==> src/rtl/parity_frame_rx.sv <==
// ---------------------------------------------------------------------------
// parity_frame_rx
//
// Serial receiver and checker for parity-protected frames. A frame begins
// with a one-cycle start strobe, followed by DATA_BITS data bits (MSB first)
// and one trailing parity bit. Each bit is taken on a clock edge where
// i_bit_valid is high. Once the parity bit arrives, the captured word and
// the parity check result are presented for one cycle. Parity failures are
// counted in a saturating 8-bit counter. If the line goes quiet for too long
// in the middle of a frame, the partial frame is dropped.
//
// Ports:
//   i_clk          rising-edge clock
//   i_rst          synchronous active-high reset
//   i_start        one-cycle frame-start strobe, honoured only when idle
//   i_bit_in       serial data/parity bit
//   i_bit_valid    qualifies i_bit_in on this clock edge
//   o_data_out     last complete data word (first received bit = MSB)
//   o_data_valid   one-cycle pulse when a complete frame is available
//   o_parity_err   one-cycle pulse with o_data_valid when parity fails
//   o_frame_abort  one-cycle pulse when a frame is dropped on timeout
//   o_busy         high while a frame is being received or presented
//   o_err_count    saturating count of parity errors
// ---------------------------------------------------------------------------
module parity_frame_rx #(
  parameter int DATA_BITS   = 3,
  parameter bit ODD_PARITY  = 1'b1,
  parameter int TIMEOUT_CYC = 16
) (
  input  logic                 i_clk,
  input  logic                 i_rst,
  input  logic                 i_start,
  input  logic                 i_bit_in,
  input  logic                 i_bit_valid,
  output logic [DATA_BITS-1:0] o_data_out,
  output logic                 o_data_valid,
  output logic                 o_parity_err,
  output logic                 o_frame_abort,
  output logic                 o_busy,
  output logic [7:0]           o_err_count
);

  localparam int BCW = $clog2(DATA_BITS + 1);
  localparam int TCW = $clog2(TIMEOUT_CYC + 1);

  typedef enum logic [1:0] {
    S_IDLE,
    S_RECV,
    S_PARITY,
    S_DONE
  } state_t;

  state_t               r_state;
  logic [DATA_BITS-1:0] r_shift;
  logic [BCW-1:0]       r_bitCnt;
  logic [TCW-1:0]       r_toCnt;

  logic [DATA_BITS-1:0] w_shiftNext;
  logic                 w_parityErr;
  logic                 w_toExpire;

  // Next shift register value: the new bit enters at the LSB so the first
  // bit of the frame ends up at the MSB. Written as shift-then-patch so it
  // still works when DATA_BITS is 1.
  always_comb begin
    w_shiftNext    = r_shift << 1;
    w_shiftNext[0] = i_bit_in;
  end

  // XOR of data and parity is 1 when the total count of ones is odd; the
  // frame is bad when that disagrees with the expected parity sense.
  assign w_parityErr = (^r_shift) ^ i_bit_in ^ ODD_PARITY;

  // True on the idle cycle that would bring the gap counter to TIMEOUT_CYC.
  assign w_toExpire = (r_toCnt == TCW'(TIMEOUT_CYC - 1));

  // Single receive FSM. Every output is a register; the pulse outputs are
  // cleared each cycle and only set on the edge that enters the state in
  // which they must be seen, so they can never stay high two cycles.
  always_ff @(posedge i_clk) begin
    if (i_rst) begin
      r_state       <= S_IDLE;
      r_shift       <= '0;
      r_bitCnt      <= '0;
      r_toCnt       <= '0;
      o_data_out    <= '0;
      o_data_valid  <= 1'b0;
      o_parity_err  <= 1'b0;
      o_frame_abort <= 1'b0;
      o_busy        <= 1'b0;
      o_err_count   <= 8'd0;
    end else begin
      o_data_valid  <= 1'b0;
      o_parity_err  <= 1'b0;
      o_frame_abort <= 1'b0;

      case (r_state)
        S_IDLE: begin
          // Bits arriving while idle are ignored, even alongside start.
          if (i_start) begin
            r_state  <= S_RECV;
            o_busy   <= 1'b1;
            r_shift  <= '0;
            r_bitCnt <= '0;
            r_toCnt  <= '0;
          end
        end

        S_RECV: begin
          // An arriving bit beats a timeout landing on the same cycle.
          if (i_bit_valid) begin
            r_shift  <= w_shiftNext;
            r_bitCnt <= r_bitCnt + 1'b1;
            r_toCnt  <= '0;
            if (r_bitCnt == BCW'(DATA_BITS - 1)) begin
              r_state <= S_PARITY;
            end
          end else if (w_toExpire) begin
            r_state       <= S_IDLE;
            o_busy        <= 1'b0;
            o_frame_abort <= 1'b1;
            r_toCnt       <= '0;
          end else begin
            r_toCnt <= r_toCnt + 1'b1;
          end
        end

        S_PARITY: begin
          // The parity bit completes the frame: present the word and the
          // check result during the following (DONE) cycle.
          if (i_bit_valid) begin
            r_state      <= S_DONE;
            r_toCnt      <= '0;
            o_data_out   <= r_shift;
            o_data_valid <= 1'b1;
            o_parity_err <= w_parityErr;
            if (w_parityErr && (o_err_count != 8'hFF)) begin
              o_err_count <= o_err_count + 8'd1;
            end
          end else if (w_toExpire) begin
            r_state       <= S_IDLE;
            o_busy        <= 1'b0;
            o_frame_abort <= 1'b1;
            r_toCnt       <= '0;
          end else begin
            r_toCnt <= r_toCnt + 1'b1;
          end
        end

        S_DONE: begin
          // Start is not looked at here; a new frame waits for IDLE.
          r_state <= S_IDLE;
          o_busy  <= 1'b0;
        end

        default: begin
          r_state <= S_IDLE;
          o_busy  <= 1'b0;
        end
      endcase
    end
  end

endmodule

==> config.mk <==
export PLATFORM = sky130hd
export DESIGN_NAME = parity_frame_rx
export DESIGN_NICKNAME = d
export VERILOG_FILES = /design/src/rtl/parity_frame_rx.sv
export SDC_FILE = /design/constraint.sdc
export NUM_CORES = 1
export LEC_CHECK = 0
export CAP_MARGIN = 10
export CORE_ASPECT_RATIO = 1.1
export CORE_MARGIN = 2
export CORE_UTILIZATION = 50
export CTS_CLUSTER_SIZE = 10
export DETAILED_ROUTE_END_ITERATION = 6
export PLACE_DENSITY = 0.75
export SKIP_CTS_REPAIR_TIMING = 1
export SLEW_MARGIN = 20
export SYNTH_ARGS = -nofsm -noshare
export SYNTH_HDL_FRONTEND = slang
export SYNTH_SLANG_ARGS = --single-unit
==> constraint.sdc <==
create_clock -name i_clk -period 3.25 [get_ports i_clk]
set_clock_uncertainty 0.1 [all_clocks]
set_input_delay 0.325 -clock i_clk [delete_from_list [all_inputs] [get_ports i_clk]]
set_output_delay 0.325 -clock i_clk [all_outputs]
set_load 0.03 [all_outputs]
* Word level (Yosys, flattened, before mapping)
Index checks and enable logic that the tools add are counted.
** Word-level totals
- Register bits :: 27
- Input port bits :: 5
- Output and inout port bits :: 15
- Logic and storage cells :: 66
** Operators by class
- $add $sub $neg :: 3
- Equal/unequal tests :: 11
- Mux-type cells :: 22
- Bitwise logic cells :: 5
- Reductions and logical operators :: 15
** Operators with widths (count)
- $mux W5 :: 3
- $mux W2 :: 7
- $pmux W5 S2 :: 1
- $reduce_and A3 Y1 :: 3
- $add A8 B1 Y8 const B :: 1
- $ne A8 B8 Y1 const B :: 1
- $pmux W2 S4 :: 1
- $eq A2 B2 Y1 const B :: 3
- $mux W3 :: 2
- $ne A2 B2 Y1 const B :: 3
- $pmux W3 S2 :: 1
- $reduce_and A2 Y1 :: 3
- $reduce_or A3 Y1 :: 2
- $add A5 B1 Y5 const B :: 1
- $eq A5 B4 Y1 const B :: 1
- $mux W1 :: 5
- $not A1 Y1 :: 4
- $pmux W2 S2 :: 1
- $reduce_bool A2 Y1 :: 2
- $reduce_or A2 Y1 :: 2
- $ne A3 B3 Y1 const B :: 1
- $pmux W1 S3 :: 1
- $reduce_xor A3 Y1 :: 1
- $add A2 B1 Y2 const B :: 1
- 5 further kinds :: 5

* Longest topological paths before layout
Gate-level depths: netlist of the first run.
- Depth in word-level cells :: 5
- Depth in mapped cells :: 8
- Mapped depth without buffers :: 7

* Least setup slack after synthesis of the first run
Ideal clock, no wire load.
- Path type :: register -> register
- Start :: register o_err_count[0]
- End :: register o_err_count[0]
- Setup time :: 0.128 ns
- Arrival :: 1.594 ns
- Slack :: 1.428 ns
- Stages on the path, launching flop included :: 7
- Buffers on the path :: 0
- Clock period less this slack :: 1.822 ns
- Path through :: dfxtp_1 ha_1 nand3_1 o21ai_0 nor2_1 xnor2_1 nor2_1
** Between the ends
- Cells in the longest elaborated chain, start to end :: 3
- Elaborated cells between the ends (all ways) :: 4
- Classes of those cells :: add/sub (1); eq/ne (1); reduce/logical (2)
** Ends and longest elaborated chain
- start, declared :: RTL line 40 : output logic [7:0] o_err_count
- start signal, assigned :: RTL line 138 : o_err_count <= o_err_count + 8'd1;
- branches (longest 3 deep; another with $add A8 B1 Y8)
Parallel ways; which one is timed is not known.
A chain may end at the register's enable or synchronous reset.

* Final worst setup path of the first run
- Start :: input i_bit_valid
- End :: register o_err_count[3]
** Between the ends
- Cells in the longest elaborated chain, start to end :: 1
** Ends and longest elaborated chain
- start, declared :: RTL line 34 : input logic i_bit_valid,
- $reduce_and A3 Y1 (no source line)
Every way passes these cells.

==> results of run 1 <==
==> cell type report <==
cell class	instances	area (sq um)
clock inverter	1	5.00
inverter	4	15.0
tap	31	38.8
fill	246	936
clock buffer	3	22.5
sequential	27	541
timing repair buffer	20	198
multi-input combinational	118	741
==> flip-flops by register name (all words and copies together), names as in the netlist <==
| signal | count |
|---|---|
| r_state | 2 |
| r_shift | 3 |
| o_busy | 1 |
| o_err_count | 8 |
| r_bitCnt | 2 |
| o_frame_abort | 1 |
| r_toCnt | 5 |
| o_data_out | 3 |
| o_data_valid | 1 |
| o_parity_err | 1 |
==> critical path: cells and delay by family <==
kind            cells  cell delay, ns
compound gates      1            0.26
xor+xnor            1            0.19
buf+inv             1            0.70
simple gates        3            0.69
==> power by group through the flow <==
stage | logic, mW | clock network, mW | registers, mW
final | 0.0995 | 0.147 | 0.344
after CTS | 0.100 | 0.151 | 0.344
after detailed placement | 0.0995 | 0 | 0.351
after floorplan | 0.0703 | 0 | 0.355
after global routing | 0.113 | 0.162 | 0.346
after global placement | 0.0961 | 0 | 0.351
==> kinds of logic after synthesis <==
| kind of cell | after synthesis | share of synthesized area [%] |
|---|---|---|
| adder cells (fa/ha/maj) | 7 | 6.63 |
| multiplexers | 1 | 0.758 |
| buffers and inverters | 10 | 2.94 |
| AO/OA/AOI/OAI | 30 | 12.2 |
| AND/OR/NAND/NOR | 71 | 29.4 |
| XOR/XNOR | 9 | 7.11 |
| flip-flops | 27 | 40.9 |
==> worst max-delay path by stage <==
stage	endpoint	start	slack [ns]	cells past startpoint
after floorplan	o_err_count[0]	o_err_count[0]	1.43	6
after global placement	o_err_count[3]	i_bit_valid	0.99	6
after detailed placement	o_err_count[3]	i_bit_valid	0.87	6
after CTS	r_toCnt[2]	r_state[1]	1.23	5
after global routing	o_err_count[3]	i_bit_valid	1.08	6
final	o_err_count[3]	i_bit_valid	1.20	6
==> per-layer routing <==
layer | wire length (um) | global-route usage [%] | vias to the layer above
met2 | 1310 | 33.6 | 25
met3 | 75 | 2.58 | 9
li1 | - | - | 578
met5 | 0 | 0 | -
met4 | 90 | 11.4 | 0
met1 | 1130 | 22.2 | 514
==> cell usage after synthesis, drive strengths merged <==
master,n
a211oi,1
a21oi,18
a31o,1
and2,1
and3,1
and4,1
buf,2
clkbuf,4
dfxtp,27
ha,7
inv,4
mux2i,1
nand2,18
nand2b,3
nand3,7
nand4,4
nand4b,2
nor2,17
nor2b,1
nor3,6
nor3b,3
nor4,2
nor4b,2
o211ai,1
o21a,1
o21ai,8
or3,2
or4b,1
xnor2,8
xor2,1
==> cells in the final DEF, fill, tap and decap left out, types with 6 or more instances in the layout <==
| cell | n |
|---|---|
| dfxtp_1 | 27 |
| clkdlybuf4s50_1 | 19 |
| nand2_1 | 18 |
| a21oi_1 | 18 |
| nor2_1 | 17 |
| o21ai_0 | 8 |
| nand3_1 | 7 |
| xnor2_1 | 7 |
| ha_1 | 7 |
| nor3_1 | 6 |
==> metrics.cfg, run 1 <==
[detailed_routing]
drtIter0Drc=25
via_count=1126
antenna_left=0
avgViaCountPerCell=5.52
first_pass_iters=4
wl_mm=2.62
wire_per_inst_um=12.8
drc_errors=0

[global_route]
grt_pass1_vias=1083
grt-ovfl-total=0
grt_max_degree=16
grt_util_all_layers_pct=19.3
grt_antenna_before_repair=0
grt_pass1_wl_mm=4.44

[placement]
pre_cts_slack_ns=0.871
io_buffers=19
gp_congestion=0.789
post_dp_cell_area_sq_um=1530
placed_cells_incl_taps=200
dp_hpwl_mm=1.96

[floorplan]
dieArea_sq_um=3070
die_x_um=53.0
ios=20
rows=19
start_util_pct=52.9
die_h_um=57.9
fp.coreArea_sq_um=2500

[critical_path]
reg2reg_to=r_toCnt[2]
critPathCaptureType=register
slowest_stage=clkdlybuf4s50_1
crit_arrival_ns=2.16
crit_chain=clkdlybuf4s50_1, and2_1, o21ai_0, nor4b_2, xnor2_1, nor2_1
ff2ff_path_depth=5
r2r-start=r_state[1]
criticalPathCategory=primary input to register
cpPeakStageDelay_ns=0.70
required_ns=3.37
ff2ff_setup_slack_ns=1.23
critPathLaunchType=primary input
cp_max_fo=13

[sta]
slew_viol_final=0
fmax_mhz=489
setup_tns_ns=0
setup_ws_ns=1.20
hold_viol=0
period_share_pct=63.0
tightest_slew_ns=0.648
setup_violations=0
rsz0062_at_grt=no
finalCriticalPeriod_ns=2.05
max_slew_margin_pct=55.5
holdWs_ns=0.371

[logic_synthesis]
ys_types=34
synth_top_cell_area_share_pct=40.9
syn_inst=155
yosysTopAreaCell=dfxtp_1
synth_fp_nets=167
seq_area_frac_synth_pct=40.9
syn_avg_cell_area_sq_um=8.52
synth_area_leaders=dfxtp_1 (41%), a21oi_1 (6.8%), ha_1 (6.6%)
ys_ff_latch=27
yosysWarnings=0
netlist_area_sq_um=1320

[finish]
fin_nets=186
area_growth_pct=18.2
drive_above_1_share_pct=6.36
diodes=0
final_cells=204
fin_util_pct=62.5
design_area_sq_um=1560

[cts]
clkSlewWorstSetupHoldPaths_ns=0.15
h-tree-depth=1
clock_sinks=27
numCtsBuffers=3
clk_latency_ns=0.33
cts_root_buf=clkbuf_4
cts_max_path_buffers=2
cts_tree=done

[pwr]
netSwitchingFraction_pct=28.6
switching_power_uw=169
power_frac_seq_pct=58.3
p_clk_share_pct=24.8
power_uw=590
peakVddDrop_uv=212
power_density_nw_per_um2=378
p_leak_nw=0.517
p_int_uw=422
pwr-share-comb_pct=16.9

[run]
maxCapViolations=0

[min_path]
whs_endpoint=o_data_out[0]
holdCritStartpoint=o_data_out[0]
holdPathStages=2
hold_class=register to register

[run_status]
status=completed

(Power assumes the default switching activity.)
==> run 2: changes to the inputs <==
Settings changed: CORE_UTILIZATION 50 to 47, PLACE_DENSITY 0.75 to 0.74.
Clock period 3.25 ns to 1.7 ns, I/O delays scaled along.
==> run 2 against run 1 <==
Global-route usage up 0.39 points; wire length is 9.8% higher; critical path depth fell by 1; largest power group unchanged; flip-flop and latch count unchanged; largest cell class unchanged; critical path type is now register to register; via count up 8.8%; the flow now finishes with violations (setup timing); critical endpoint is now r_toCnt[2]; total power increased by 100%; worst hold slack got worse by 0.0074 ns; final area rose by 14%; register-to-register slack worse by 1.3 ns; highest routed layer unchanged.
==> metrics.cfg, run 2 (synthesized netlist as in run 1, its figures left out) <==
[pwr]
p_leak_nw=0.769
power_mw=1.20
peakVddDrop_uv=386
p_int_uw=862
power_frac_seq_pct=55.0
switching_power_uw=335
p_clk_share_pct=22.8
power_density_nw_per_um2=675
netSwitchingFraction_pct=28.0
pwr-share-comb_pct=22.2

[run_status]
violations=setup timing
status=finished with violations

[cts]
h-tree-depth=1
clock_sinks=27
cts_max_path_buffers=2
cts_tree=done
cts_root_buf=clkbuf_4
clk_latency_ns=0.32
clkSlewWorstSetupHoldPaths_ns=0.15
numCtsBuffers=3

[placement]
io_buffers=19
placed_cells_incl_taps=221
post_dp_cell_area_sq_um=1710
dp_hpwl_mm=2.22
gp_congestion=0.797

[finish]
seqCellArea_sq_um=548
fin_nets=205
area_growth_pct=34.3
drive_above_1_share_pct=22.4
diodes=0
design_area_sq_um=1770
multi_input_area_sq_um=781
regMostFlops=o_err_count
most-common-layout-cells=dfxtp_1 (21), buf_4 (20), nand2_1 (18), nor2_1 (17), a21oi_1 (17)
largest_reg_flops=8
final_cells=225
layout_commonest_cell=dfxtp_1
nFillCells=240
top_regs=o_err_count: 8 flops, r_toCnt: 5 flops

[critical_path]
crit_chain=inv_2, ha_4, mux2i_4, or4b_2, a21oi_2
r2r-start=r_state[0]
crit_arrival_ns=1.90
cpPeakStageDelay_ns=0.65
path_buf_inv=1
critPathCaptureType=register
criticalPathCategory=register to register
cp_max_fo=3
crit_family=simple AND/OR/NAND/NOR gates
required_ns=1.86
crit_start=r_state[0]
slowest_stage=or4b_2
critPathLaunchType=register

[sta]
hold_viol=0
setup_tns_ns=-0.0405
fmax_mhz=575
period_share_pct=102
slew_viol_final=0
holdWs_ns=0.363
setup_ws_ns=-0.0387
max_slew_margin_pct=75.2
setup_violations=2
rsz0062_at_grt=yes
tightest_slew_ns=0.371
finalCriticalPeriod_ns=1.74

[min_path]
holdCritStartpoint=o_data_out[2]
hold_class=register to register

[global_route]
grt_pass1_wl_mm=4.79
grt-ovfl-total=0
grt_util_all_layers_pct=19.7
grt_antenna_before_repair=0
grt_pass1_vias=1186
grt_max_degree=16

[detailed_routing]
antenna_left=0
drc_errors=0
first_pass_iters=4
wire_per_inst_um=12.8
drtIter0Drc=20
wl_mm=2.87
via_count=1225
avgViaCountPerCell=5.44

[floorplan]
die_x_um=54.5
ios=20
fp.coreArea_sq_um=2730
dieArea_sq_um=3250
rows=20
start_util_pct=48.4
die_h_um=59.6

[run]
maxCapViolations=0

run 2: power groups by stage:
stage | Clock [mW] | Sequential (mW) | Combinational (mW)
6_report | 0.273 | 0.658 | 0.266
4_1_cts | 0.296 | 0.657 | 0.264
5_1_grt | 0.317 | 0.661 | 0.293
2_1_floorplan | 0 | 0.680 | 0.158
3_5_place_dp | 0 | 0.671 | 0.263
3_3_place_gp | 0 | 0.670 | 0.257
run 2: routing by layer:
layer | global-route usage [%] | vias up | share of wire, %
met5 | 0 | - | 0
met4 | 5.36 | 0 | 0.45
met3 | 2.27 | 2 | 3.7
met2 | 37.9 | 24 | 52
met1 | 22.0 | 583 | 44
li1 | - | 616 | -
run 2: final timing paths:
check	to	slack (ns)	cells past startpoint
max	r_toCnt[2]	-0.04	5
min	o_data_out[2]	0.36	2
max reg2reg	r_toCnt[2]	-0.04	5
min reg2reg	o_data_out[2]	0.36	2
run 2: per-stage QoR:
step,setup WS [ns],utilization [%]
after floorplan,0.000245,-
after global placement,-0.186,62.6
after detailed placement,-0.228,62.6
after CTS,-0.105,63.6
after global routing,-0.140,65.0
final,-0.0387,65.0
run 2: cell type report:
cell class / count / share of cell area, %
clock inverter: 1 / 0.282
inverter: 4 / 0.847
clock buffer: 3 / 1.27
tap: 33 / 2.33
sequential: 27 / 30.9
multi-input combinational: 118 / 44.0
timing repair buffer: 39 / 20.3
run 2: worst min-delay path: cells and delay by family (launching register included):
kind	cells	cell delay, ns
compound gates	1	0.05
flops	1	0.34
simple gates	1	0.05
